==> src/rtl/tour_cmd_seq.sv <==
`default_nettype none
// ============================================================================
// Module      : tour_cmd_seq
// Description : Knight's-tour command sequencer. Walks the solver's list of
//               one-hot moves, splits each L-move into a vertical leg and a
//               horizontal leg with fanfare, and handshakes each leg with the
//               command processor. Transparent UART/BLE passthrough when idle.
// Revision    : 1.0 - initial release
// ============================================================================
module tour_cmd_seq #(
    parameter int NUM_MOVES = 24
) (
    input  logic        clk,
    input  logic        rst_n,
    input  logic        start_tour,
    input  logic [7:0]  move,
    output logic [4:0]  mv_indx,
    input  logic [15:0] cmd_UART,
    input  logic        cmd_rdy_UART,
    output logic        clr_cmd_rdy_UART,
    output logic [15:0] cmd,
    output logic        cmd_rdy,
    input  logic        clr_cmd_rdy,
    input  logic        send_resp,
    output logic [7:0]  resp
);

    localparam logic [2:0] c_ST_IDLE   = 3'd0;
    localparam logic [2:0] c_ST_VERT   = 3'd1;
    localparam logic [2:0] c_ST_WAIT_V = 3'd2;
    localparam logic [2:0] c_ST_HORZ   = 3'd3;
    localparam logic [2:0] c_ST_WAIT_H = 3'd4;

    localparam logic [4:0] c_LAST_INDX = 5'(NUM_MOVES - 1);
    localparam logic [7:0] c_RESP_ACK  = 8'hA5;
    localparam logic [7:0] c_RESP_DONE = 8'h5A;

    logic [2:0]  r_state;
    logic [2:0]  w_state_nxt;
    logic [4:0]  r_mv_indx;
    logic [4:0]  w_mv_indx_nxt;
    logic [15:0] w_vert_leg;
    logic [15:0] w_horz_leg;
    logic        w_last;

    assign w_last  = (r_mv_indx == c_LAST_INDX);
    assign mv_indx = r_mv_indx;

    // Decode the one-hot move into its two legs; lowest set bit has priority
    always_comb begin
        w_vert_leg = 16'h4000;
        w_horz_leg = 16'h5000;
        if (move[0]) begin
            w_vert_leg = 16'h4002; w_horz_leg = 16'h5BF1;
        end else if (move[1]) begin
            w_vert_leg = 16'h4002; w_horz_leg = 16'h53F1;
        end else if (move[2]) begin
            w_vert_leg = 16'h4001; w_horz_leg = 16'h53F2;
        end else if (move[3]) begin
            w_vert_leg = 16'h47F1; w_horz_leg = 16'h53F2;
        end else if (move[4]) begin
            w_vert_leg = 16'h47F2; w_horz_leg = 16'h53F1;
        end else if (move[5]) begin
            w_vert_leg = 16'h47F2; w_horz_leg = 16'h5BF1;
        end else if (move[6]) begin
            w_vert_leg = 16'h47F1; w_horz_leg = 16'h5BF2;
        end else if (move[7]) begin
            w_vert_leg = 16'h4001; w_horz_leg = 16'h5BF2;
        end
    end

    // State and move-index registers with synchronous active-low reset
    always_ff @(posedge clk) begin
        if (!rst_n) begin
            r_state   <= c_ST_IDLE;
            r_mv_indx <= 5'd0;
        end else begin
            r_state   <= w_state_nxt;
            r_mv_indx <= w_mv_indx_nxt;
        end
    end

    // Next-state logic and state-decoded outputs
    always_comb begin
        w_state_nxt      = r_state;
        w_mv_indx_nxt    = r_mv_indx;
        cmd              = cmd_UART;
        cmd_rdy          = 1'b0;
        clr_cmd_rdy_UART = 1'b0;
        resp             = c_RESP_ACK;
        case (r_state)
            c_ST_IDLE: begin
                // Passthrough; the UART handshake still completes on a start cycle
                cmd              = cmd_UART;
                cmd_rdy          = cmd_rdy_UART;
                clr_cmd_rdy_UART = clr_cmd_rdy;
                if (start_tour) begin
                    w_mv_indx_nxt = 5'd0;
                    w_state_nxt   = c_ST_VERT;
                end
            end
            c_ST_VERT: begin
                cmd     = w_vert_leg;
                cmd_rdy = 1'b1;
                if (clr_cmd_rdy) w_state_nxt = c_ST_WAIT_V;
            end
            c_ST_WAIT_V: begin
                cmd = w_vert_leg;
                if (send_resp) w_state_nxt = c_ST_HORZ;
            end
            c_ST_HORZ: begin
                cmd     = w_horz_leg;
                cmd_rdy = 1'b1;
                if (clr_cmd_rdy) w_state_nxt = c_ST_WAIT_H;
            end
            c_ST_WAIT_H: begin
                cmd = w_horz_leg;
                if (w_last) resp = c_RESP_DONE;
                if (send_resp) begin
                    if (w_last) begin
                        w_state_nxt = c_ST_IDLE;
                    end else begin
                        w_mv_indx_nxt = r_mv_indx + 5'd1;
                        w_state_nxt   = c_ST_VERT;
                    end
                end
            end
            default: begin
                w_state_nxt = c_ST_IDLE;
            end
        endcase
    end

endmodule
`default_nettype wire

==> config.mk <==
export PLATFORM = sky130hd
export DESIGN_NAME = tour_cmd_seq
export DESIGN_NICKNAME = d
export VERILOG_FILES = /design/src/rtl/tour_cmd_seq.sv
export SDC_FILE = /design/constraint.sdc
export NUM_CORES = 1
export LEC_CHECK = 0
export ABC_AREA = 1
export CAP_MARGIN = 15
export CELL_PAD_IN_SITES_DETAIL_PLACEMENT = 0
export CELL_PAD_IN_SITES_GLOBAL_PLACEMENT = 1
export CORE_AREA = 3 3 67 69
export CTS_CLUSTER_DIAMETER = 80
export CTS_CLUSTER_SIZE = 14
export DETAILED_ROUTE_END_ITERATION = 16
export DIE_AREA = 0 0 70 72
export HOLD_SLACK_MARGIN = 0.12
export PLACE_DENSITY = 0.79
export SLEW_MARGIN = 20
export SYNTH_ARGS = -nofsm -noshare
export SYNTH_HDL_FRONTEND = slang
export SYNTH_SLANG_ARGS = --single-unit
==> constraint.sdc <==
create_clock -name clk -period 4.74 [get_ports clk]
set_clock_uncertainty 0.1 [all_clocks]
set_input_delay 0.948 -clock clk [delete_from_list [all_inputs] [get_ports clk]]
set_output_delay 0.948 -clock clk [all_outputs]
set_load 0.02 [all_outputs]
==> key figures <==
Outcome
  – Run status: complete, no violations

Synth
  – Post-Syn Nets: 191
  – Number of synthesis warnings: 0
  – Sequential fraction of the synthesis area: 0.187
  – Main combinational cell family by area after synthesis: simple AND/OR/NAND/NOR gates
  – Mux contribution to synthesized area: 0
  – Synth Area per Inst: 5.34 µm²
  – Synth Area in Compound Gates: 0.0527
  – Post-Syn Area: 855 µm²
  – Post-synthesis sequential element count: 8
  – Post-Synth Simple-Gate Area: 0.574
  – Adder and majority cell fraction of the synthesized area: 0.0146
  – Post-synthesis xor/xnor area fraction: 0
  – Post-Syn Instances: 160
  – Netlist cell types: 20

Clock network
  – Hold_buf cts: 0
  – Clock sink count: 8
  – CTS tree: built
  – Clock latency on the worst-skew pair: 230 ps
  – Root Buffer: clkbuf_8
  – Reg clk slew, reported paths: 50 ps
  – Post-CTS Resized: 0
  – TritonCTS buffer count: 3
  – H-tree levels: 1
  – Clk buf depth: 2
  – Post-CTS Repair Setup Buffers: 0

Floorplanning
  – Core area: 0.00397 mm²
  – Die Y: 72 µm
  – Num rows: 23
  – Ports: 61
  – Die area: 0.00504 mm²
  – Starting Density: 0.215
  – DIE WIDTH: 70 µm

Finish
  – Synth-to-Final Area Change: 75.8%
  – Multi-input combinational cell area: 548 µm²
  – Ant diodes: 0
  – Commonest non-fill, non-tap cell in the layout: clkdlybuf4s50_1
  – Core Util, Final: 0.378
  – # nets final: 249
  – Register area: 160 µm²
  – Filler Cells Inserted: 451
  – Share of layout cells above drive strength 1: 0.0602
  – Most frequent cells in the layout: 60 x clkdlybuf4s50_1, 45 x nand2_1, 29 x nor2_1
  – Number of non-filler instances in the completed layout: 266

Power and ir drop
  – Static Leakage: 0.684 nW
  – Total power: 0.000895 W
  – Max VDD drop: 0.177 mV
  – P per Cell Area: 595 mW/mm²

Global routing
  – Largest net degree at the start of global routing: 12
  – Grt ovf: 0
  – Antenna violations before repair: 0
  – Vias in the first global route: 1,006
  – First-pass GRT wire length: 4440 µm
  – Gr usage total: 0.104

Detailed routing
  – DRC: 0
  – Post-route ant nets: 0
  – 1st-iter DRT viols: 28
  – WL final: 2610 µm
  – Wire per inst: 9.80 µm
  – Routed vias/inst: 4.12
  – Via count: 1,095
  – Initial DRT Pass Iterations: 4

STA
  – Final Cycle Share: 0.804
  – Setup violators final: 0
  – Max-slew violations: 0
  – Worst hold slack: 409 ps
  – F_max: 262 MHz
  – Slew HR: 0.710
  – Worst slew pin tran: 435 ps
  – Final hold viol count: 0
  – Post-route setup TNS: 0 ps
  – Fin crit period: 3810 ps
  – RSZ-0062 raised after global routing: false

Placement
  – Post-detail-place hpwl: 2210 µm
  – Routability cong.: 0.769
  – Port bufs: 60
  – Placed Cells: 263

Critical path
  – Worst EP arrival: 2760 ps
  – Critical path class: in -> out
  – Slowest CP cell: clkdlybuf4s50_1
  – Crit path max fanout: 6
  – Worst-path cell chain: clkdlybuf4s50_1, nor3_1, nand3_1, o21ai_1, nand3_1, clkdlybuf4s50_1
  – Max incr delay on CP: 560 ps
  – Crit end category: output port
  – Critical Path Source Type: input port
  – CP required: 3690 ps

Min path
  – Worst min path class: reg -> reg

Run
  – Max-Cap Viols: 0
-- state kept, by name, summed over array words and instances (netlist names) --
| signal | flops |
|---|---|
| mv_indx | 5 |
| r_state | 3 |
-- metal layers --
layer / routed length, µm / vias up / part of all wire / global-route usage
met5: 0 / - / 0 / 0
met4: 25 / 0 / 0.0096 / 0.0319
met3: 102 / 2 / 0.039 / 0.0194
met2: 1270 / 25 / 0.49 / 0.176
met1: 1210 / 464 / 0.46 / 0.135
li1: - / 604 / - / -
-- final cells by class --
type	count	share of cell area
Clock buffer	3	0.0275
Sequential cell	8	0.107
Timing Repair Buffer	60	0.400
Tap cell	50	0.0416
Inverter	24	0.0600
Multi-Input combinational cell	121	0.365
-- where the power goes --
part           internal [W]  total (W)  leakage (nW)  switching [W]
registers         0.0000868   0.000113        0.0655      0.0000259
clock network     0.0000552  0.0000833        0.0216      0.0000281
logic              0.000300   0.000699         0.597       0.000399
total              0.000442   0.000895         0.684       0.000453
-- synth_stat cells --
cell type  count  share of area
nand4_1        2          0.015
inv_1         22          0.097
buf_6          1          0.013
o21ai_0        3          0.018
or2_1          1         0.0073
nand2_4        1          0.013
nand2_2        3          0.022
nor3_1         4          0.023
ha_1           1          0.015
nand3_1       22           0.13
dfxtp_1        8           0.19
o21ai_1        1         0.0059
nor2_1        29           0.13
nand2_1       45           0.20
inv_2          2         0.0088
nor2_2         2          0.015
nor2_4         1          0.013
a21oi_1        5          0.029
buf_4          6          0.053
nand3_2        1          0.012
-- worst paths after layout --
| kind | start | slack [ps] | depth (start not counted) | endpoint |
|---|---|---|---|---|
| worst max-delay path | move[6] | 930 | 6 | cmd[5] |
| worst min-delay path | r_state[0]$_SDFFE_PN0P_ | 410 | 2 | r_state[0]$_SDFFE_PN0P_ |
| worst max register to register | mv_indx[0]$_SDFFE_PN0P_ | 3220 | 8 | r_state[0]$_SDFFE_PN0P_ |
| worst min register to register | r_state[0]$_SDFFE_PN0P_ | 410 | 2 | r_state[0]$_SDFFE_PN0P_ |
-- worst max-delay path, delay by kind of cell --
kind	cells	cell delay, ps
simple gates	3	480
buf+inv	2	990
compound gates	1	340
-- stage by stage --
stage,instance area [µm²],setup WS (ps)
5_1_grt,1500,697
4_1_cts,1500,919
3_5_place_dp,1460,930
2_1_floorplan,855,1830
3_3_place_gp,1460,941
6_report,1500,929
-- cells by family (layout without fill, tap and decap cells) --
logic type / after synthesis / after routing
and+or+nand+nor: 111 / 111
adders and majority gates: 1 / 1
buffers and inverters: 31 / 87
AOI/OAI and AO/OA: 9 / 9
DFF: 8 / 8
(Power assumes the default switching activity.)
